`src/rtl/complex_to_mag_mc_pkg.sv`:
```
// Shared definitions for the multi-channel magnitude estimator:
// estimator mode encodings and the fixed pipeline depth.
package complex_to_mag_mc_pkg;

  localparam logic [1:0] MAG_MODE_AMBM_Q  = 2'd0;
  localparam logic [1:0] MAG_MODE_AMBM_3E = 2'd1;
  localparam logic [1:0] MAG_MODE_AMBM_H  = 2'd2;
  localparam logic [1:0] MAG_MODE_BEST2   = 2'd3;

  localparam int unsigned MAG_LATENCY = 4;

endpackage

```
`src/rtl/mag_peak_bank.sv`:
```
// Per-channel peak-magnitude registers with clear/update arbitration
// and a one-cycle registered read port.
module mag_peak_bank #(
  parameter int unsigned DATA_WIDTH = 16,
  parameter int unsigned NUM_CH     = 4,
  parameter int unsigned CH_W       = 2
) (
  input  logic                  clock,
  input  logic                  reset,
  input  logic                  enable_i,
  input  logic                  upd_vld_i,
  input  logic [CH_W-1:0]       upd_ch_i,
  input  logic [DATA_WIDTH-1:0] upd_val_i,
  input  logic                  clear_i,
  input  logic [CH_W-1:0]       sel_i,
  output logic [DATA_WIDTH-1:0] peak_o
);

  logic [DATA_WIDTH-1:0] peak_q [NUM_CH];
  logic [DATA_WIDTH-1:0] peak_d [NUM_CH];
  logic [DATA_WIDTH-1:0] peak_out_q;
  logic [DATA_WIDTH-1:0] peak_out_d;

  // Clear wins over the old peak, but the channel being updated this cycle keeps the new mag.
  always_comb begin
    for (int unsigned k = 0; k < NUM_CH; k++) begin
      peak_d[k] = peak_q[k];
      if (enable_i) begin
        if (clear_i) begin
          peak_d[k] = (upd_vld_i && (upd_ch_i == CH_W'(k))) ? upd_val_i : '0;
        end else if (upd_vld_i && (upd_ch_i == CH_W'(k)) && (upd_val_i > peak_q[k])) begin
          peak_d[k] = upd_val_i;
        end
      end
    end
  end

  // Out-of-range selects fall through to zero.
  always_comb begin
    peak_out_d = '0;
    for (int unsigned k = 0; k < NUM_CH; k++) begin
      if (sel_i == CH_W'(k)) begin
        peak_out_d = peak_q[k];
      end
    end
  end

  always_ff @(posedge clock) begin
    if (reset) begin
      for (int unsigned k = 0; k < NUM_CH; k++) begin
        peak_q[k] <= '0;
      end
      peak_out_q <= '0;
    end else begin
      for (int unsigned k = 0; k < NUM_CH; k++) begin
        peak_q[k] <= peak_d[k];
      end
      peak_out_q <= peak_out_d;
    end
  end

  assign peak_o = peak_out_q;

endmodule

```
`src/rtl/complex_to_mag_mc.sv`:
```
// Multi-channel alpha-max-plus-beta-min magnitude estimator: 4-stage
// pipeline with per-sample mode select and a per-channel peak bank.
module complex_to_mag_mc
  import complex_to_mag_mc_pkg::*;
#(
  parameter int unsigned DATA_WIDTH = 16,
  parameter int unsigned NUM_CH     = 4,
  parameter int unsigned CH_W       = 2
) (
  input  logic                  clock,
  input  logic                  reset,
  input  logic                  enable,
  input  logic [DATA_WIDTH-1:0] i,
  input  logic [DATA_WIDTH-1:0] q,
  input  logic                  input_strobe,
  input  logic [CH_W-1:0]       ch_in,
  input  logic [1:0]            mode,
  output logic [DATA_WIDTH-1:0] mag,
  output logic                  mag_stb,
  output logic [CH_W-1:0]       mag_ch,
  input  logic                  peak_clear,
  input  logic [CH_W-1:0]       peak_sel,
  output logic [DATA_WIDTH-1:0] peak_out
);

  localparam int unsigned SUM_W = DATA_WIDTH + 1;

  // Stage 1: absolute values
  logic                  s1_vld_q;
  logic [CH_W-1:0]       s1_ch_q;
  logic [1:0]            s1_mode_q;
  logic [DATA_WIDTH-1:0] s1_abs_i_q, s1_abs_q_q;
  logic [DATA_WIDTH-1:0] abs_i_d, abs_q_d;

  // Stage 2: max/min
  logic                  s2_vld_q;
  logic [CH_W-1:0]       s2_ch_q;
  logic [1:0]            s2_mode_q;
  logic [DATA_WIDTH-1:0] s2_max_q, s2_min_q;
  logic [DATA_WIDTH-1:0] max_d, min_d;

  // Stage 3: candidate sums with one guard bit
  logic                  s3_vld_q;
  logic [CH_W-1:0]       s3_ch_q;
  logic [1:0]            s3_mode_q;
  logic [SUM_W-1:0]      s3_a_q, s3_b_q;
  logic [SUM_W-1:0]      mx_e, mn_e, a_d, b_d;

  // Stage 4: output
  logic                  mag_stb_q;
  logic [CH_W-1:0]       mag_ch_q;
  logic [DATA_WIDTH-1:0] mag_q;
  logic [DATA_WIDTH-1:0] mag_d;
  logic                  use_b;

  // Most negative input maps to 2^(W-1) as an unsigned pattern, no wrap.
  always_comb begin
    abs_i_d = i[DATA_WIDTH-1] ? (~i + DATA_WIDTH'(1)) : i;
    abs_q_d = q[DATA_WIDTH-1] ? (~q + DATA_WIDTH'(1)) : q;
  end

  always_comb begin
    max_d = (s1_abs_i_q >= s1_abs_q_q) ? s1_abs_i_q : s1_abs_q_q;
    min_d = (s1_abs_i_q >= s1_abs_q_q) ? s1_abs_q_q : s1_abs_i_q;
  end

  always_comb begin
    mx_e = SUM_W'(s2_max_q);
    mn_e = SUM_W'(s2_min_q);
    a_d  = mx_e + (mn_e >> 2);
    b_d  = '0;
    case (s2_mode_q)
      MAG_MODE_AMBM_3E: a_d = mx_e + (mn_e >> 2) + (mn_e >> 3);
      MAG_MODE_AMBM_H:  a_d = mx_e + (mn_e >> 1);
      MAG_MODE_BEST2: begin
        a_d = mx_e + (mn_e >> 3);
        b_d = mx_e - (mx_e >> 3) + (mn_e >> 1);
      end
      default: a_d = mx_e + (mn_e >> 2);
    endcase
  end

  // Guard bit is always zero by the width argument; drop it here.
  always_comb begin
    use_b = (s3_mode_q == MAG_MODE_BEST2) && (s3_b_q > s3_a_q);
    mag_d = use_b ? DATA_WIDTH'(s3_b_q) : DATA_WIDTH'(s3_a_q);
  end

  always_ff @(posedge clock) begin
    if (reset) begin
      s1_vld_q   <= 1'b0;
      s1_ch_q    <= '0;
      s1_mode_q  <= '0;
      s1_abs_i_q <= '0;
      s1_abs_q_q <= '0;
      s2_vld_q   <= 1'b0;
      s2_ch_q    <= '0;
      s2_mode_q  <= '0;
      s2_max_q   <= '0;
      s2_min_q   <= '0;
      s3_vld_q   <= 1'b0;
      s3_ch_q    <= '0;
      s3_mode_q  <= '0;
      s3_a_q     <= '0;
      s3_b_q     <= '0;
      mag_stb_q  <= 1'b0;
      mag_ch_q   <= '0;
      mag_q      <= '0;
    end else if (enable) begin
      s1_vld_q   <= input_strobe;
      s1_ch_q    <= ch_in;
      s1_mode_q  <= mode;
      s1_abs_i_q <= abs_i_d;
      s1_abs_q_q <= abs_q_d;
      s2_vld_q   <= s1_vld_q;
      s2_ch_q    <= s1_ch_q;
      s2_mode_q  <= s1_mode_q;
      s2_max_q   <= max_d;
      s2_min_q   <= min_d;
      s3_vld_q   <= s2_vld_q;
      s3_ch_q    <= s2_ch_q;
      s3_mode_q  <= s2_mode_q;
      s3_a_q     <= a_d;
      s3_b_q     <= b_d;
      mag_stb_q  <= s3_vld_q;
      mag_ch_q   <= s3_ch_q;
      if (s3_vld_q) begin
        mag_q <= mag_d;
      end
    end
  end

  assign mag     = mag_q;
  assign mag_stb = mag_stb_q;
  assign mag_ch  = mag_ch_q;

  mag_peak_bank #(
    .DATA_WIDTH (DATA_WIDTH),
    .NUM_CH     (NUM_CH),
    .CH_W       (CH_W)
  ) u_peak_bank (
    .clock     (clock),
    .reset     (reset),
    .enable_i  (enable),
    .upd_vld_i (mag_stb_q),
    .upd_ch_i  (mag_ch_q),
    .upd_val_i (mag_q),
    .clear_i   (peak_clear),
    .sel_i     (peak_sel),
    .peak_o    (peak_out)
  );

endmodule

```
`config.mk`:
```
export PLATFORM = sky130hd
export DESIGN_NAME = complex_to_mag_mc
export DESIGN_NICKNAME = d
export VERILOG_FILES = /design/src/rtl/complex_to_mag_mc_pkg.sv /design/src/rtl/mag_peak_bank.sv /design/src/rtl/complex_to_mag_mc.sv
export SDC_FILE = /design/constraint.sdc
export NUM_CORES = 1
export LEC_CHECK = 0
export CELL_PAD_IN_SITES_DETAIL_PLACEMENT = 0
export CELL_PAD_IN_SITES_GLOBAL_PLACEMENT = 1
export CORE_ASPECT_RATIO = 1.75
export CORE_UTILIZATION = 25
export DETAILED_ROUTE_END_ITERATION = 8
export HOLD_SLACK_MARGIN = 0.03
export PLACE_DENSITY_LB_ADDON = 0.1
export REMOVE_ABC_BUFFERS = 1
export SETUP_SLACK_MARGIN = 0.1
export SLEW_MARGIN = 0
export SYNTH_ARGS = -nofsm -noshare
export SYNTH_HDL_FRONTEND = slang
export SYNTH_SLANG_ARGS = --single-unit
```
`constraint.sdc`:
```
create_clock -name clock -period 10.9 [get_ports clock]
set_input_delay 3.27 -clock clock [delete_from_list [all_inputs] [get_ports clock]]
set_output_delay 3.27 -clock clock [all_outputs]
set_load 0.05 [all_outputs]
```
==> results.sh <==
export IMPL_final_nets=2042
export IMPL_reg2reg_depth=21
export IMPL_track_usage_pct=16.4
export IMPL_fillers=6217
export IMPL_critPathRequiredTime_ps=11300
export IMPL_drtPass1Iterations=5
export IMPL_ys_seq_area_share_pct=28.5
export IMPL_synthTopCellsByCount="dfxtp_1 (211), inv_1 (175), nor2_1 (166)"
export IMPL_grt_pass1_vias=13106
export IMPL_io_pins=78
export IMPL_min_delay_path_class="reg -> reg"
export IMPL_wire_per_inst_um=18.4
export IMPL_critPathMaxFanout=3
export IMPL_port_buffers=77
export IMPL_diodes=0
export IMPL_setup_tns_ps=0
export IMPL_cts_root_buf="clkbuf_16"
export IMPL_crit_path_top_delay_cell="or4_4"
export IMPL_syn_inst=1790
export IMPL_cts_tree="yes"
export IMPL_timing_critical_path_mode_cell="or3_1"
export IMPL_numClockSinks=211
export IMPL_vdd_drop_max_mv=0.117
export IMPL_synth_area_leaders="dfxtp_1 (29%), ha_1 (14%), inv_1 (4.4%)"
export IMPL_postRouteAntennaNets=0
export IMPL_finClkSkew_ps=12.3
export IMPL_synth_edf_count=0
export IMPL_critPathKind="in -> reg"
export IMPL_cts_hold_buf=0
export IMPL_cp_start_kind="primary input"
export IMPL_drc=0
export IMPL_areaGrowthSynthToFinish_pct=16.3
export IMPL_clk_pin_slew_ps=50
export IMPL_leakagePower_uw=0.00675
export IMPL_wl_um=48200
export IMPL_overflow=0
export IMPL_row_count=117
export IMPL_drv_slew=0
export IMPL_cts_path_max_buffers=3
export IMPL_tightest_slew_ps=1140
export IMPL_path_depth=9
export IMPL_dieArea_um2=60300
export IMPL_synth_ff_latch_count=211
export IMPL_timing_reg2reg_setup_slack_ps=6090
export IMPL_min_period_over_period_pct=50.1
export IMPL_yosysMostFrequentCell="dfxtp_1"
export IMPL_via_per_inst=4.87
export IMPL_worstPathArrival_ps=5870
export IMPL_finalHoldViolations=0
export IMPL_grt_pass1_wl_um=75700
export IMPL_synth_cell_types=75
export IMPL_crit_buf_inv=1
export IMPL_htree_levels=1
export IMPL_die_y_um=324
export IMPL_rsz0062_at_grt="no"
export IMPL_syn_avg_cell_area_um2=8.27
export IMPL_slew_headroom_pct=23.1
export IMPL_path_cells="clkdlybuf4s50_1 > or3_1 > or3_1 > or3_4 > or4_4 > o41ai_2 > xnor2_1 > mux2i_1 > nor2_1"
export IMPL_yosys_most_used_dff="dfxtp_1"
export IMPL_critical_path_top_delay_family="simple AND/OR/NAND/NOR gates"
export IMPL_stdcell_area_um2=17200
export IMPL_synthArstFlopShare_pct=0
export IMPL_status="complete, no violations"
export IMPL_vias=12732
export IMPL_gp_congestion=0.778
export IMPL_cts_resized_gates=0
export IMPL_antenna_found_initial=1
export IMPL_drive_above_1_share_pct=5.60
export IMPL_period_needed_ps=5470
export IMPL_dpl_cell_area_um2=16400
export IMPL_worstSkewPairLatency_ps=540
export IMPL_first_iter_violations=517
export IMPL_hold_depth=2
export IMPL_end_kind="flip-flop"
export IMPL_die_x_um=186
export IMPL_drv_cap=0
export IMPL_ys_warn_count=0
export IMPL_cpPeakStageDelay_ps=470
export IMPL_postCtsSetupBuffers=0
export IMPL_netlist_area_um2=14800
export IMPL_synth_top_area_share_pct=28.5
export IMPL_fin_total_pwr_uw=2450
export IMPL_design_core_area_um2=58400
export IMPL_dp_final_hpwl_um=36800
export IMPL_power_density_nw_per_um2=142
export IMPL_timing_fmax_mhz=183
export IMPL_report_final_setup_viol=0
export IMPL_grt_max_degree=84
export IMPL_cts_buffers=26
export IMPL_fin_util_pct=29.5
export IMPL_yosysTopAreaCell="dfxtp_1"
export IMPL_initial_utilization_pct=25.4
[state kept, by name, summed over array words and instances, names as in the netlist, 16 cells and up]
register and flops:
mag 16, s3_b_q 17, s1_abs_i_q 16, u_peak_bank.peak_o 16, s1_abs_q_q 16, u_peak_bank.peak_q 64, s3_a_q 17, s2_max_q 16
[tightest hold or removal path, delay by kind of cell, from the launching register on]
family / cells / cell delay, ps
flops: 1 / 320
simple gates: 2 / 100
[routing by layer]
layer / GRT usage (%) / share of wire (%)
met5: 0 / 0
met4: 4.72 / 2.5
met3: 1.39 / 2.2
met2: 34.7 / 59
met1: 16.3 / 37
[cell usage in the layout, fill, tap and decap left out, types with 17 or more instances in the layout]
| cell | n |
|---|---|
| xnor2_1 | 35 |
| clkbuf_16 | 27 |
| nor2_1 | 166 |
| a21o_1 | 37 |
| buf_4 | 25 |
| nand4_1 | 22 |
| o31ai_1 | 27 |
| a2111oi_0 | 20 |
| nor2b_1 | 35 |
| clkdlybuf4s50_1 | 75 |
| ha_1 | 160 |
| o2111ai_1 | 20 |
| nand2b_1 | 40 |
| dfxtp_1 | 211 |
| o21ai_0 | 60 |
| nand3_1 | 50 |
| mux2i_1 | 65 |
| nand2_1 | 120 |
| nor3_1 | 50 |
| inv_1 | 174 |
| o21a_1 | 17 |
| a21oi_1 | 103 |
| a211oi_1 | 53 |
| xor2_1 | 32 |
| o21bai_1 | 19 |
[kinds of logic after synthesis]
logic type | Yosys count | share of synthesized area (%)
and+or+nand+nor | 534 | 17.1
AOI/OAI and AO/OA | 446 | 20.7
buffers and inverters | 272 | 6.94
DFF | 211 | 28.5
adders and majority gates | 176 | 15.7
muxes | 83 | 6.98
xor gates and xnor gates | 68 | 4.07
[final cells by class]
type                            count  area, um2  share of cell area (%)
Clock buffer                       41        788                    4.58
Clock inverter                      3       40.0                   0.232
Inverter                          175        657                    3.81
Multi-Input combinational cell   1307       9590                    55.7
Sequential cell                   211       4220                    24.5
Tap cell                          773        967                    5.61
Timing Repair Buffer              102        961                    5.58
[where the power goes]
part / total [uW] / internal, uW / switching, uW
logic: 727 / 298 / 428
clock network: 863 / 513 / 350
registers: 857 / 806 / 51.5
[metrics by stage]
step / hold WS, ps / setup WS (ps) / std cells
floorplan: 432 / 5450 / 1693
global placement: 454 / 4840 / 2568
global route: 501 / 5290 / 2612
finish: 461 / 5430 / 2612
detailed placement: 461 / 4850 / 2568
CTS: 470 / 5430 / 2612
[path summary, 6_finish.rpt]
| check | startpoint | end |
|---|---|---|
| worst max register to register | s2_max_q[0] | s3_a_q[16] |
| worst min-delay path | s3_a_q[11] | s3_a_q[11] |
| worst min register to register | s3_a_q[11] | s3_a_q[11] |
| worst max-delay path | q[0] | s1_abs_q_q[13] |
(Power assumes the default switching activity.)
